===== src/rtl/mem_arbiter_if.sv =====
// Bus bundle for mem_arbiter: requester ports A and B plus the single memory port.
// slave is the arbiter's view; master is the view of the requesters and the memory.
interface mem_arbiter_if #(
    parameter int ADDR_W = 32,
    parameter int DATA_W = 32
);
    logic              a_req;
    logic              a_wr;
    logic [ADDR_W-1:0] a_adr;
    logic [DATA_W-1:0] a_wdata;
    logic              a_ack;
    logic [DATA_W-1:0] a_rdata;
    logic              a_rvalid;

    logic              b_req;
    logic              b_wr;
    logic [ADDR_W-1:0] b_adr;
    logic [DATA_W-1:0] b_wdata;
    logic              b_ack;
    logic [DATA_W-1:0] b_rdata;
    logic              b_rvalid;

    logic [ADDR_W-1:0] mem_adr;
    logic [DATA_W-1:0] mem_d_in;
    logic              mem_mrd;
    logic              mem_mwr;
    logic [DATA_W-1:0] mem_d_out;

    modport slave (
        input  a_req, a_wr, a_adr, a_wdata,
        output a_ack, a_rdata, a_rvalid,
        input  b_req, b_wr, b_adr, b_wdata,
        output b_ack, b_rdata, b_rvalid,
        output mem_adr, mem_d_in, mem_mrd, mem_mwr,
        input  mem_d_out
    );

    modport master (
        output a_req, a_wr, a_adr, a_wdata,
        input  a_ack, a_rdata, a_rvalid,
        output b_req, b_wr, b_adr, b_wdata,
        input  b_ack, b_rdata, b_rvalid,
        input  mem_adr, mem_d_in, mem_mrd, mem_mwr,
        output mem_d_out
    );
endinterface


===== src/rtl/mem_arbiter.sv =====
// Two-requester single-port memory arbiter, one access per SERVE cycle, round-robin by default.
// Define ARB_FIXED_PRIO_EN to give requester A strict priority over B (last is then ignored).

// Per-requester read return: captures memory read data at the end of a served read cycle.
module mem_arbiter_rport #(
    parameter int DATA_W = 32
) (
    input  logic              clk,
    input  logic              rst,
    input  logic              cap,
    input  logic [DATA_W-1:0] d,
    output logic [DATA_W-1:0] rdata,
    output logic              rvalid
);
    always_ff @(posedge clk) begin
        if (rst) begin
            rdata  <= '0;
            rvalid <= 1'b0;
        end else begin
            rvalid <= cap;
            if (cap) rdata <= d;
        end
    end
endmodule

module mem_arbiter #(
    parameter int ADDR_W = 32,
    parameter int DATA_W = 32
) (
    input logic         clk,
    input logic         rst,
    mem_arbiter_if.slave bus
);
    localparam int NUM_PORTS = 2;
    localparam int PA = 0;
    localparam int PB = 1;

    typedef enum logic [1:0] {
        IDLE    = 2'd0,
        SERVE_A = 2'd1,
        SERVE_B = 2'd2
    } state_t;

    state_t state, state_nxt;
    logic   last, last_nxt;   // 0: A served last, 1: B served last

    logic [NUM_PORTS-1:0]             req, wr, sel, ack, cap, rvalid;
    logic [NUM_PORTS-1:0][ADDR_W-1:0] adr;
    logic [NUM_PORTS-1:0][DATA_W-1:0] wdata, rdata;
    logic [ADDR_W-1:0]                mem_adr_c;
    logic [DATA_W-1:0]                mem_din_c;

    assign req   = {bus.b_req,   bus.a_req};
    assign wr    = {bus.b_wr,    bus.a_wr};
    assign adr   = {bus.b_adr,   bus.a_adr};
    assign wdata = {bus.b_wdata, bus.a_wdata};

    always_ff @(posedge clk) begin
        if (rst) begin
            state <= IDLE;
            last  <= 1'b1;
        end else begin
            state <= state_nxt;
            last  <= last_nxt;
        end
    end

    // A requester is never granted two cycles in a row; IDLE ties go by last (or to A when fixed).
    always_comb begin
        state_nxt = state;
        last_nxt  = last;
        unique case (state)
            IDLE: begin
                if (req[PA] && req[PB]) begin
`ifdef ARB_FIXED_PRIO_EN
                    state_nxt = SERVE_A;
`else
                    state_nxt = last ? SERVE_A : SERVE_B;
`endif
                end else if (req[PA]) begin
                    state_nxt = SERVE_A;
                end else if (req[PB]) begin
                    state_nxt = SERVE_B;
                end else begin
                    state_nxt = IDLE;
                end
            end
            SERVE_A: begin
                last_nxt = 1'b0;
`ifdef ARB_FIXED_PRIO_EN
                state_nxt = (req[PB] && !req[PA]) ? SERVE_B : IDLE;
`else
                state_nxt = req[PB] ? SERVE_B : IDLE;
`endif
            end
            SERVE_B: begin
                last_nxt  = 1'b1;
                state_nxt = req[PA] ? SERVE_A : IDLE;
            end
            default: state_nxt = IDLE;
        endcase
    end

    assign sel[PA] = (state == SERVE_A);
    assign sel[PB] = (state == SERVE_B);

    // Reset gates the strobes combinationally so an in-flight write never lands.
    assign ack = sel & {NUM_PORTS{!rst}};
    assign cap = ack & ~wr;

    always_comb begin
        mem_adr_c = '0;
        mem_din_c = '0;
        for (int i = 0; i < NUM_PORTS; i++) begin
            if (sel[i]) begin
                mem_adr_c = adr[i];
                mem_din_c = wdata[i];
            end
        end
    end

    assign bus.mem_adr  = mem_adr_c;
    assign bus.mem_d_in = mem_din_c;
    assign bus.mem_mwr  = |(ack & wr);
    assign bus.mem_mrd  = |(ack & ~wr);
    assign bus.a_ack    = ack[PA];
    assign bus.b_ack    = ack[PB];

    for (genvar gi = 0; gi < NUM_PORTS; gi++) begin : g_rport
        mem_arbiter_rport #(.DATA_W(DATA_W)) u_rport (
            .clk    (clk),
            .rst    (rst),
            .cap    (cap[gi]),
            .d      (bus.mem_d_out),
            .rdata  (rdata[gi]),
            .rvalid (rvalid[gi])
        );
    end

    assign bus.a_rdata  = rdata[PA];
    assign bus.b_rdata  = rdata[PB];
    assign bus.a_rvalid = rvalid[PA];
    assign bus.b_rvalid = rvalid[PB];

    a_one_ack: assert property (@(posedge clk) !(bus.a_ack && bus.b_ack));
    a_one_dir: assert property (@(posedge clk) !(bus.mem_mrd && bus.mem_mwr));
    a_one_rv:  assert property (@(posedge clk) !(bus.a_rvalid && bus.b_rvalid));
    a_no_back: assert property (@(posedge clk) disable iff (rst)
                                (state != IDLE) |=> (state_nxt != state || state == IDLE));
endmodule


===== src/flat_wrapper.sv =====
// flat-port wrapper written by rule: the top's interface ports become plain ports
module mem_arbiter_flat 
#(
    parameter int ADDR_W = 32,
    parameter int DATA_W = 32
)
  (clk, rst, bus_a_req, bus_a_wr, bus_a_adr, bus_a_wdata, bus_a_ack, bus_a_rdata, bus_a_rvalid, bus_b_req, bus_b_wr, bus_b_adr, bus_b_wdata, bus_b_ack, bus_b_rdata, bus_b_rvalid, bus_mem_adr, bus_mem_d_in, bus_mem_mrd, bus_mem_mwr, bus_mem_d_out);
  mem_arbiter_if #(.ADDR_W(ADDR_W), .DATA_W(DATA_W)) bus_i ();
  input logic clk;
  input logic rst;
  input wire logic [$bits(bus_i.a_req)-1:0] bus_a_req;
  input wire logic [$bits(bus_i.a_wr)-1:0] bus_a_wr;
  input wire logic [$bits(bus_i.a_adr)-1:0] bus_a_adr;
  input wire logic [$bits(bus_i.a_wdata)-1:0] bus_a_wdata;
  output wire logic [$bits(bus_i.a_ack)-1:0] bus_a_ack;
  output wire logic [$bits(bus_i.a_rdata)-1:0] bus_a_rdata;
  output wire logic [$bits(bus_i.a_rvalid)-1:0] bus_a_rvalid;
  input wire logic [$bits(bus_i.b_req)-1:0] bus_b_req;
  input wire logic [$bits(bus_i.b_wr)-1:0] bus_b_wr;
  input wire logic [$bits(bus_i.b_adr)-1:0] bus_b_adr;
  input wire logic [$bits(bus_i.b_wdata)-1:0] bus_b_wdata;
  output wire logic [$bits(bus_i.b_ack)-1:0] bus_b_ack;
  output wire logic [$bits(bus_i.b_rdata)-1:0] bus_b_rdata;
  output wire logic [$bits(bus_i.b_rvalid)-1:0] bus_b_rvalid;
  output wire logic [$bits(bus_i.mem_adr)-1:0] bus_mem_adr;
  output wire logic [$bits(bus_i.mem_d_in)-1:0] bus_mem_d_in;
  output wire logic [$bits(bus_i.mem_mrd)-1:0] bus_mem_mrd;
  output wire logic [$bits(bus_i.mem_mwr)-1:0] bus_mem_mwr;
  input wire logic [$bits(bus_i.mem_d_out)-1:0] bus_mem_d_out;
  assign bus_i.a_req = bus_a_req;
  assign bus_i.a_wr = bus_a_wr;
  assign bus_i.a_adr = bus_a_adr;
  assign bus_i.a_wdata = bus_a_wdata;
  assign bus_a_ack = bus_i.a_ack;
  assign bus_a_rdata = bus_i.a_rdata;
  assign bus_a_rvalid = bus_i.a_rvalid;
  assign bus_i.b_req = bus_b_req;
  assign bus_i.b_wr = bus_b_wr;
  assign bus_i.b_adr = bus_b_adr;
  assign bus_i.b_wdata = bus_b_wdata;
  assign bus_b_ack = bus_i.b_ack;
  assign bus_b_rdata = bus_i.b_rdata;
  assign bus_b_rvalid = bus_i.b_rvalid;
  assign bus_mem_adr = bus_i.mem_adr;
  assign bus_mem_d_in = bus_i.mem_d_in;
  assign bus_mem_mrd = bus_i.mem_mrd;
  assign bus_mem_mwr = bus_i.mem_mwr;
  assign bus_i.mem_d_out = bus_mem_d_out;
  mem_arbiter #(.ADDR_W(ADDR_W), .DATA_W(DATA_W)) u_core (.clk(clk), .rst(rst), .bus(bus_i));
endmodule

===== config.mk =====
export PLATFORM = sky130hd
export DESIGN_NAME = mem_arbiter_flat
export DESIGN_NICKNAME = d
export VERILOG_FILES = /design/src/rtl/mem_arbiter_if.sv /design/src/rtl/mem_arbiter.sv /design/src/flat_wrapper.sv
export SDC_FILE = /design/constraint.sdc
export NUM_CORES = 1
export LEC_CHECK = 0
export CAP_MARGIN = 20
export CELL_PAD_IN_SITES_DETAIL_PLACEMENT = 2
export CELL_PAD_IN_SITES_GLOBAL_PLACEMENT = 2
export CORE_UTILIZATION = 15
export CTS_CLUSTER_SIZE = 28
export DETAILED_ROUTE_END_ITERATION = 8
export PLACE_DENSITY = 0.93
export SLEW_MARGIN = 20
export SYNTH_ARGS = -nofsm -noshare
export SYNTH_HDL_FRONTEND = slang
export SYNTH_SLANG_ARGS = --single-unit

===== constraint.sdc =====
create_clock -name clk -period 2.3 [get_ports clk]
set_clock_uncertainty 0.15 [all_clocks]
set_input_delay 0.46 -clock clk [delete_from_list [all_inputs] [get_ports clk]]
set_output_delay 0.46 -clock clk [all_outputs]
set_load 0.01 [all_outputs]

After elaboration in Yosys (flattened, before gate mapping) --
Cells that the tools add are included.
Cells by class: $add $sub $neg 0, mux-type cells 11, reduce and logical (&&, ||, !) cells 6, shift operators 0, div/mod/pow operators 0, bitwise gates (word level) 4, magnitude comparators 0, equal/unequal tests 2, multipliers 0
Operator list (count):
- $mux 32 | 4
- $mux 2 | 4
- $and 2x2->2 | 3
- $pmux 2 s3 | 1
- $reduce_or 2->1 | 2
- $eq 2x1->1 const B | 1
- $eq 2x2->1 const B | 1
- $logic_not 2->1 | 1
- $not 2->2 | 1
- $pmux 1 s2 | 1
- $reduce_bool 2->1 | 1
- $logic_and 1x1->1 | 1
- $logic_not 1->1 | 1
- $mux 1 | 1
Word-level totals: memories kept 0, latch bits 0, flip-flop bits (word level) 69, RAM bits 0, output and inout bits 134, memory bits (read-only) 0, input port bits 166

Depth between registers and ports, before layout --
Gate-level depths: netlist of run 1.
depth after elaboration 4, depth in mapped cells 7

Hierarchy --
From an unflattened synthesis of run 1, not the netlist that was laid out.
Unflattened totals: cells, all modules 316, area, all modules 3370.7 um^2
Modules (own cells, without submodules):
- mem_arbiter_rport | seq. area each 660.6 um^2, area an instance 1202.4 um^2, times used 2, cells an instance 106
- mem_arbiter | seq. area each 60.1 um^2, area an instance 965.9 um^2, times used 1, cells an instance 104

Worst setup path before layout of run 1 --
No wires, ideal clock.
path kind register -> output, from register u_core.state[0], to output port bus_mem_adr[22], slack 0.303 ns, data required time 1.690 ns, cell stages (with the launch flop) 7, data arrival time 1.387 ns, cell sequence dfxtp_1 -> inv_1 -> ha_1 -> nor2b_1 -> buf_2 -> buf_1 -> a22o_1
Between the ends: longest elaborated chain between the ends 3, elaborated cells on any way between the ends 4, those cells by class eq/ne (2); mux (2)
RTL lines:
- from (decl) | line mem_arbiter.sv:44 | state_t state, state_nxt;
- from (signal assigned) | line mem_arbiter.sv:63 | state <= state_nxt;
- $eq 2x1->1 | line mem_arbiter.sv:104 | assign sel[PA] = (state == SERVE_A);
- $mux 32 | line mem_arbiter.sv:115 | if (sel[i]) begin
- $mux 32 (*) | line mem_arbiter.sv:115
- to (decl) | line flat_wrapper.sv:25 | output wire logic [$bits(bus_i.mem_adr)-1:0] bus_mem_adr;
Mark *: on every way between the ends. The rest lies on a longest branch, timed or not.

Worst setup path after layout of run 1 --
from register u_core.state[1], to output port bus_mem_adr[24]
Same word-level chain as after synthesis.

==> results of run 1 <==
==> stage by stage <==
step | hold slack, ps | TNS (ps)
5_1_grt | 353.5 | -6888
6_report | 324.5 | -2607
2_1_floorplan | 336.2 | 0
4_1_cts | 329.7 | -3461
3_3_place_gp | 302.9 | -4228
3_5_place_dp | 314.6 | -7977
==> worst register-to-register path: cells and delay by family (launching register included) <==
kind	cells	cell delay [ps]
buf+inv	3	780
fa+ha+maj	1	180
simple gates	1	200
flops	1	360
compound gates	1	260
==> layer usage <==
metal,track usage [%],part of all wire [%],vias up
met4,5.153,2.1,2
met5,0,0.069,-
li1,-,-,1943
met2,28.33,49,193
met1,17.89,40,1924
met3,5.443,9.4,23
==> Yosys cell counts <==
cell type / instances / area [µm²]
o21ai_1: 3 / 15.01
o21ai_0: 61 / 305.3
a22o_1: 65 / 569.3
a21oi_1: 2 / 10.01
nor4b_1: 2 / 17.52
nand2_1: 65 / 244.0
nor3b_2: 2 / 25.02
or2_2: 1 / 6.260
ha_1: 4 / 50.05
buf_4: 8 / 60.06
dfxtp_1: 69 / 1381
nand2b_1: 65 / 406.6
buf_2: 8 / 40.04
buf_1: 4 / 15.01
nor2b_1: 4 / 25.02
clkbuf_1: 16 / 60.06
inv_1: 2 / 7.510
a211o_1: 1 / 8.760
==> how the worst min path moves through the flow <==
stage	start	to	slack, ps	cells after the start
floorplan	u_core.g_rport[0].u_rport.rdata[0]$_SDFFE_PP0P_	u_core.g_rport[0].u_rport.rdata[0]$_SDFFE_PP0P_	340	2
CTS	u_core.g_rport[1].u_rport.rdata[2]$_SDFFE_PP0P_	u_core.g_rport[1].u_rport.rdata[2]$_SDFFE_PP0P_	330	2
detailed placement	u_core.g_rport[0].u_rport.rdata[0]$_SDFFE_PP0P_	u_core.g_rport[0].u_rport.rdata[0]$_SDFFE_PP0P_	310	2
finish	u_core.g_rport[1].u_rport.rdata[2]$_SDFFE_PP0P_	u_core.g_rport[1].u_rport.rdata[2]$_SDFFE_PP0P_	320	2
global placement	u_core.g_rport[0].u_rport.rdata[0]$_SDFFE_PP0P_	u_core.g_rport[0].u_rport.rdata[0]$_SDFFE_PP0P_	300	2
global route	u_core.g_rport[1].u_rport.rdata[3]$_SDFFE_PP0P_	u_core.g_rport[1].u_rport.rdata[3]$_SDFFE_PP0P_	350	2
==> registers in the layout, summed over array words and instances, names as in the netlist <==
register,count
u_core.state,2
u_core.last,1
u_core.g_rport.u_rport.rvalid,2
u_core.g_rport.u_rport.rdata,64
==> area by class of cell <==
class	instances	area, µm²
Tap cell	275	344.1
Multi-Input combinational cell	275	1793
Clock inverter	7	122.6
Timing Repair Buffer	331	3187
Inverter	2	7.507
Clock buffer	9	225.2
Fill cell	2358	14090
Sequential cell	69	1386
==> power by group through the flow <==
stage | Sequential (mW) | Combinational, mW | Clock, mW
after floorplan | 1.30 | 0.289 | 0
final | 1.26 | 1.05 | 1.63
after global placement | 1.28 | 0.988 | 0
after global routing | 1.27 | 1.11 | 1.73
after CTS | 1.26 | 1.04 | 1.69
after detailed placement | 1.29 | 0.997 | 0
==> cells by family (layout without fill, tap and decap cells) <==
kind of cell | after synthesis | in the layout | synth area share, %
AO/OA/AOI/OAI | 132 | 132 | 27.98
AND/OR/NAND/NOR | 139 | 139 | 22.31
buffers and inverters | 38 | 349 | 5.626
flip-flops | 69 | 69 | 42.54
adder cells (fa/ha/maj) | 4 | 4 | 1.541
==> timing repair <==
item,CTS,global route
resized for setup,315,16
endpoints found under the setup margin,68,68
pin swaps,20,16
gates cloned,4,1
setup buffers,10,2
==> run metrics, run 1 <==
Finish-stage setup viols=56; clock-pin slew on the worst setup and hold paths=60 ps; Synth Instances=382; Critical Path RT=1690 ps; Die Wd=149.1 µm; ANT nets after route=0; pwr/cell area=558.5 nW/µm²; crit path max fanout=8; relative slew slack=56.65%; post-synthesis area per instance=8.500 µm²; CP endpoint kind=output pin; Die ar.=22,240 µm²; DR iter-0 viols=103; most frequent CP cell=buf_12; crit-path cells=inv_2 -> ha_4 -> nor2b_4 -> buf_12 -> buf_12 -> buf_16 -> a22o_1 -> buf_2; clock share of power=41.4%; TritonCTS Buffers=9; placed inst area=6586 µm²; Worst path max stage delay=350 ps; drt first pass iters=4; Port Buffers=299; Worst Tran Pin Value=650.2 ps; CTS tree=built; Placement Setup Slack=-212.7 ps; CP top delay family=buffers and inverters; total track usage=16.02%; post-route setup slack=-92.54 ps; Synth Cell Area=3247 µm²; critical register-to-register path startpoint=u_core.state[0]$_SDFF_PP0_; pin count of the biggest net entering global routing=66; residual DRC count=0; Nets=858; Vias=4,085; I/O pin total=300; reg2reg end=u_core.g_rport[1].u_rport.rdata[17]$_SDFFE_PP0P_; Worst Path Buf+Inv=5; vias in the first global route=4,396; GRT overflow=0; worst skew pair latency=330 ps; CP Launch Type=flip-flop; Levels on crit path=8; Unique masters post-synth=18; Switching Power=1.010 mW; post-route cell area=7066 µm²; final wirelength=18,840 µm; total power=3.946 mW; worst reg2reg path depth=6; mean routed wirelength per cell=19.47 µm; Max Slew Vio Count=0; Tmin final=2393 ps; share of cells above drive strength 1=19.34%; Worst Hold Class=reg2reg; sw frac=25.59%; routability cong.=0.7784; H-tree depth=3; antenna violations before repair=1; Final Util=33.40%; Logic pwr share=26.6%; Pleak=2.744 nW; flop2flop setup slack=230 ps; leading cell types in the layout, fill and taps excluded=clkdlybuf4s50_1 (230), dfxtp_1 (67), nand2b_1 (65), nand2_1 (65), o21ai_0 (61); run status=finished with violations; Die H=149.1 µm; placed cells=938; Core Area=21,150 µm²; Final HPWL DP=13,990 µm; Worst setup endpoint=bus_mem_adr[24]; Worst Setup SP=u_core.state[1]$_SDFF_PP0_; Post-Syn Nets=552; Max Cap Violations=0; failing checks=setup timing; n_diodes=0; RSZ-0062 raised after global routing=yes; commonest non-fill, non-tap cell in the layout=clkdlybuf4s50_1; Setup CP Type=reg2out; sequential cell fraction of total power=32.0%; first-pass GRT wire length=26,490 µm; CTS Sinks=69; maximum vdd ir drop=297.9 µV; FMAX=418.0 MHz; maximum clock path buffer count=2; Internal=2.936 mW; Synth warnings=0; Area growth, synth to finish=117.6%; post-synthesis sequential area ratio=42.54%; Initial Util=15.35%; clk root buf=clkbuf_16; Crit path arrival time=1780 ps; vias per std cell=4.220; # hold bufs at CTS=0; post-route clock period utilization=104.0%; Hold Fails Final Rpt=0; Layout Cells excl Fill=968; row cnt=53; CP max stage cell=dfxtp_2; flip-flop and latch count after synthesis=69
(Power assumes the default switching activity.)
==> inputs of run 2 (changes only) <==
--- a/config.mk
+++ b/config.mk
@@ -11,6 +11,7 @@
 export CORE_UTILIZATION = 15
 export CTS_CLUSTER_SIZE = 28
 export DETAILED_ROUTE_END_ITERATION = 8
+export GPL_ROUTABILITY_DRIVEN = 0
 export PLACE_DENSITY = 0.93
 export SLEW_MARGIN = 20
 export SYNTH_ARGS = -nofsm -noshare
==> results of run 2 <==
Final layout, timing and power as in run 1 (identical DEF).
==> RTL change 1: new RTL, config.mk and constraints of run 1 <==
`DATA_W` is set to 32 in 4 places; all go to 48.
--- a/src/rtl/mem_arbiter_if.sv
+++ b/src/rtl/mem_arbiter_if.sv
@@ -2,7 +2,7 @@
 // slave is the arbiter's view; master is the view of the requesters and the memory.
 interface mem_arbiter_if #(
     parameter int ADDR_W = 32,
-    parameter int DATA_W = 32
+    parameter int DATA_W = 48
 );
     logic              a_req;
     logic              a_wr;
--- a/src/rtl/mem_arbiter.sv
+++ b/src/rtl/mem_arbiter.sv
@@ -3,7 +3,7 @@
 
 // Per-requester read return: captures memory read data at the end of a served read cycle.
 module mem_arbiter_rport #(
-    parameter int DATA_W = 32
+    parameter int DATA_W = 48
 ) (
     input  logic              clk,
     input  logic              rst,
@@ -25,7 +25,7 @@
 
 module mem_arbiter #(
     parameter int ADDR_W = 32,
-    parameter int DATA_W = 32
+    parameter int DATA_W = 48
 ) (
     input logic         clk,
     input logic         rst,
--- a/src/flat_wrapper.sv
+++ b/src/flat_wrapper.sv
@@ -2,7 +2,7 @@
 module mem_arbiter_flat 
 #(
     parameter int ADDR_W = 32,
-    parameter int DATA_W = 32
+    parameter int DATA_W = 48
 )
   (clk, rst, bus_a_req, bus_a_wr, bus_a_adr, bus_a_wdata, bus_a_ack, bus_a_rdata, bus_a_rvalid, bus_b_req, bus_b_wr, bus_b_adr, bus_b_wdata, bus_b_ack, bus_b_rdata, bus_b_rvalid, bus_mem_adr, bus_mem_d_in, bus_mem_mrd, bus_mem_mwr, bus_mem_d_out);
   mem_arbiter_if #(.ADDR_W(ADDR_W), .DATA_W(DATA_W)) bus_i ();
Interface: changed (6 resized); port bits go from 300 to 396. The function was not compared with the original's and may differ.
==> RTL change 1 against run 1 <==
- the flow still finishes with violations (setup timing)
- final area is 38% higher
- via count is 40% higher
- total power is 23% higher
- worst setup slack worse by 69 ps
- routed wire length is 55% higher
- synthesized area is 41% higher
- sequential share of layout area is 1.2 points higher
- sequential cell count is 32 higher
- critical path depth stayed put
- count of clock-buffer cells in the layout is 1 higher
- critical endpoint is now bus_mem_d_in[6]
- highest routed layer unchanged
==> RTL change 1: results (changes against run 1) <==
| Metric | Value |
|---|---|
| Initial antenna violation count | 2 (+1) |
| Max Fanout on Critical Path | 7 (-1) |
| HP Start | u_core.g_rport[0].u_rport.rdata[0] |
| CP max stage cell | dfxtp_4 |
| WP data arrival | 1850 ps (+70 ps) |
| Fin nets | 1168 (+36%) |
| Setup total negative slack | -6920 ps (-4320 ps) |
| M1 WL | 10.3 mm (+38%) |
| Cell variety after synth | 19 (+1) |
| Cts repair resizes | 386 (+23%) |
| DRT Pass-1 Iters | 5 (+1) |
| Setup bufs post-CTS | 11 (+1) |
| Post-Synth Adder-Cell Area | 0.0110 (-0.00446) |
| Met3 routed WL | 1.72 mm (-2.7%) |
| Layout cells sized above 1 | 0.179 (-0.0141) |
| Sequential area share after synthesis | 0.443 (+0.0172) |
| CP peak stage delay | 390 ps (+40 ps) |
| GP Congestion | 0.838 (+7.7%) |
| Worst R2R End | u_core.g_rport[1].u_rport.rdata[8] |
| Failing checks | setup timing |
| Hpwl dp | 22.6 mm (+61%) |
| FILL cells | 3273 (+39%) |
| Slew at the pin closest to its max-slew limit | 663 ps (+13.1 ps) |
| Met3 Usage GRT | 0.0452 (-0.00921) |
| Met2 GRT Util | 0.338 (+0.0550) |
| Largest net degree at the start of global routing | 98 (+48%) |
| GRT met1 Usage | 0.180 (+0.000991) |
| Biggest regs | u_core.g_rport.u_rport.rdata (96), u_core.g_rport.u_rport.rvalid (2), u_core.state (2) |
| Final setup margin | -162 ps (-69.1 ps) |
| Worst vdd ir | 0.000296 V (-0.64%) |
| Commonest cells post-synth | dfxtp_1 (101), nand2_1 (97), nand2b_1 (97) |
| I/O Buffers | 395 (+32%) |
| Status | finished with violations |
| Vias in the first global route | 6372 (+45%) |
| Endpoints failing setup | 78 (+39%) |
## RTL change 1: cell count changes after synthesis, sizes merged
cell and delta:
buf -1, o21ai +32, clkbuf +14, a22o +16, nand2 +32, dfxtp +32
nand2b +32
## RTL change 1: per-stage QoR
step	instances	hold WS [ps]
finish	1344	316
global route	1344	343
CTS	1341	325
detailed placement	1308	310
global placement	1308	302
floorplan	539	336
## RTL change 1: area by class of cell
class                      instances  share of cell area
clock buffer                      10              0.0235
clock inverter                     5             0.00462
multi-input combinational        387               0.247
tap                              390              0.0500
sequential                       101               0.208
inverter                           2             0.00128
timing repair buffer             449               0.465
## RTL change 1: report_power, final
group / internal, W / leakage [nW] / switching (W)
Sequential: 0.00181 / 0.819 / 0.0000380
Clock: 0.000748 / 0.131 / 0.000728
Combinational: 0.000906 / 2.75 / 0.000616
## RTL change 1: worst max-delay path, delay by kind of cell, from the launching register on
family	cells	cell delay, ps
flops	1	390
buf+inv	5	580
simple gates	1	130
fa+ha+maj	1	160
compound gates	1	240
==> RTL change 2: new RTL, settings of run 1 <==
Made on the original files. Encoding of `state_t`: now one-hot (3 bits for 3 states).
--- a/src/rtl/mem_arbiter.sv
+++ b/src/rtl/mem_arbiter.sv
@@ -35,10 +35,10 @@
     localparam int PA = 0;
     localparam int PB = 1;
 
-    typedef enum logic [1:0] {
-        IDLE    = 2'd0,
-        SERVE_A = 2'd1,
-        SERVE_B = 2'd2
+    typedef enum logic [2:0] {
+        IDLE    = 3'b001,
+        SERVE_A = 3'b010,
+        SERVE_B = 3'b100
     } state_t;
 
     state_t state, state_nxt;
Function: same outputs for any inputs over 10 cycles, from zero or initial values and one cycle with rst high; not proved beyond that.
==> RTL change 2 against run 1 <==
- the flow still finishes with violations (setup timing)
- global-route usage down 1.4 points
- routed wire length down 0.13%
- critical path depth shrank 1
- sequential cell count up 1
- worst setup slack gained 8.1 ps
- final area increased by 8.0%
- total power fell by 14%
- clock power fell by 7%
- non-clock buffer count increased by 17
- synthesized area rose by 10%
- final cell count up 0.52%
- critical endpoint is now bus_mem_d_in[0]
- largest power group unchanged
==> RTL change 2: results (changes against run 1) <==
| Metric | Value |
|---|---|
| Syn Area/Cell | 11.1 sq um (+31%) |
| Worst vdd ir | 0.000308 V (+3.4%) |
| Post-synthesis compound-gate area fraction | 0.168 (-0.112) |
| Clk tree area frac | 0.0423 (-0.00694) |
| Worst r2r path cells | 5 (-1) |
| Hold_ws | 372 ps (+47.8 ps) |
| Failing checks | setup timing |
| Fin nets | 816 (-4.9%) |
| Mapped Nets | 487 (-12%) |
| All-Layer GR Usage | 0.146 (-0.0142) |
| Initial antenna violation count | 0 (-1) |
| Worst Hold End | u_core.last |
| HP Start | u_core.last |
| CLK BUF | 10 (+1) |
| Power Total | 0.00341 W (-14%) |
| Internal power | 0.00263 W (-10%) |
| DRT Wirelength | 18.8 mm (-0.13%) |
| Vias | 3832 (-6.2%) |
| Xor and xnor area share after synthesis | 0.00245 (+0.00245) |
| Status | finished with violations |
| Slew at the pin closest to its max-slew limit | 647 ps (-2.96 ps) |
| Commonest cells post-synth | dfxtp_1 (70), nor2b_1 (66), a22o_1 (64) |
| Worst R2R Start | u_core.state[0] |
| Met2 GRT Util | 0.260 (-0.0233) |
| Area of the multi-input gates | 2070 sq um (+15%) |
| Worst hold path stage count | 1 (-1) |
| Non-CTS buffers | 348 (+5.1%) |
| Global-route wire length before repair | 26.4 mm (-0.47%) |
| Portion of netlist area occupied by mux cells | 0.231 (+0.231) |
| FILL cells | 2581 (+9.5%) |
| Final setup margin | -84.4 ps (+8.13 ps) |
| Vias in the first global route | 4415 (+0.43%) |
| Worst R2R End | u_core.g_rport[1].u_rport.rdata[23] |
| CP peak stage delay | 370 ps (+20 ps) |
| Synth area leaders | dfxtp_1 (39%), a22o_1 (16%), mux2_4 (12%) |
| CP max stage cell | dfxtp_4 |
| Cell variety after synth | 28 (+10) |
| Biggest regs | u_core.g_rport.u_rport.rdata (64), u_core.state (3), u_core.g_rport.u_rport.rvalid (2) |
| Largest net degree at the start of global routing | 56 (-15%) |
| Placed Area | 7080 sq um (+7.6%) |
| GP Congestion | 0.748 (-3.9%) |
| Finished Layout Cells | 973 (+0.52%) |
| Layout cells sized above 1 | 0.321 (+0.128) |
| Met3 Usage GRT | 0.0449 (-0.00957) |
| Hpwl dp | 14.4 mm (+3.0%) |
| Leak pwr | 3.25 nW (+18%) |
| Post-Synth Adder-Cell Area | 0 (-0.0154) |
| Inverters, non-clock | 1 (-1) |
| Synth Register Bits | 70 (+1.4%) |
| Endpoints failing setup | 39 (-30%) |
| Reg2Reg Setup Slack | 150 ps (-80 ps) |
==> RTL change 2: cell count changes in the layout (fill, tap and decap cells not counted), sizes merged, moves of 4 or more <==
cell    before  now
o21ai       64    1
nor2         0    4
buf         98  113
nor2b        4   66
nand2       65    2
nand2b      65    3
mux2         0   64
ha           4    0
==> RTL change 2: metrics by stage <==
stage | worst slack, ps | setup TNS, ps
after floorplan | 166 | 0
after CTS | -167 | -3570
after global placement | -543 | -7590
after detailed placement | -536 | -10610
after global routing | -154 | -5620
final | -84.4 | -1560
==> RTL change 2: how the worst max path moves through the flow <==
stage | start | end | slack, ps | cells past startpoint
final | u_core.state[2] | bus_mem_d_in[0] | -80 | 7
after CTS | u_core.state[2] | bus_mem_d_in[19] | -170 | 7
after detailed placement | bus_a_wr | bus_mem_mrd | -540 | 4
after floorplan | u_core.state[0] | bus_mem_mrd | 170 | 5
after global placement | bus_a_wr | bus_mem_mrd | -540 | 4
after global routing | u_core.state[2] | bus_mem_d_in[25] | -150 | 7
==> RTL change 2: cells by family after synthesis <==
family | after synthesis
compound gates | 70
xor+xnor | 1
buf+inv | 31
flops | 70
mux | 64
simple gates | 85
==> RTL change 2: routing by layer <==
metal | part of all wire | up-vias
met3 | 0.055 | 12
met1 | 0.40 | 1905
met5 | 0 | -
met2 | 0.53 | 105
li1 | - | 1810
met4 | 0.010 | 0
==> RTL change 2: repair_timing <==
item / in CTS / in global routing
hold buffers: 0 / 0
resized for setup: 325 / 16
buffers inserted: 13 / 4
endpoints found under the setup margin: 70 / 66
pin swaps: 9 / 10
cloned: 3 / 3
==> RTL change 2: worst max-delay path: cells and delay by family, from the launching register on <==
kind / cells / cell delay [ps]
flip-flops: 1 / 370
AO/OA/AOI/OAI: 1 / 130
buffers and inverters: 5 / 680
AND/OR/NAND/NOR: 1 / 250
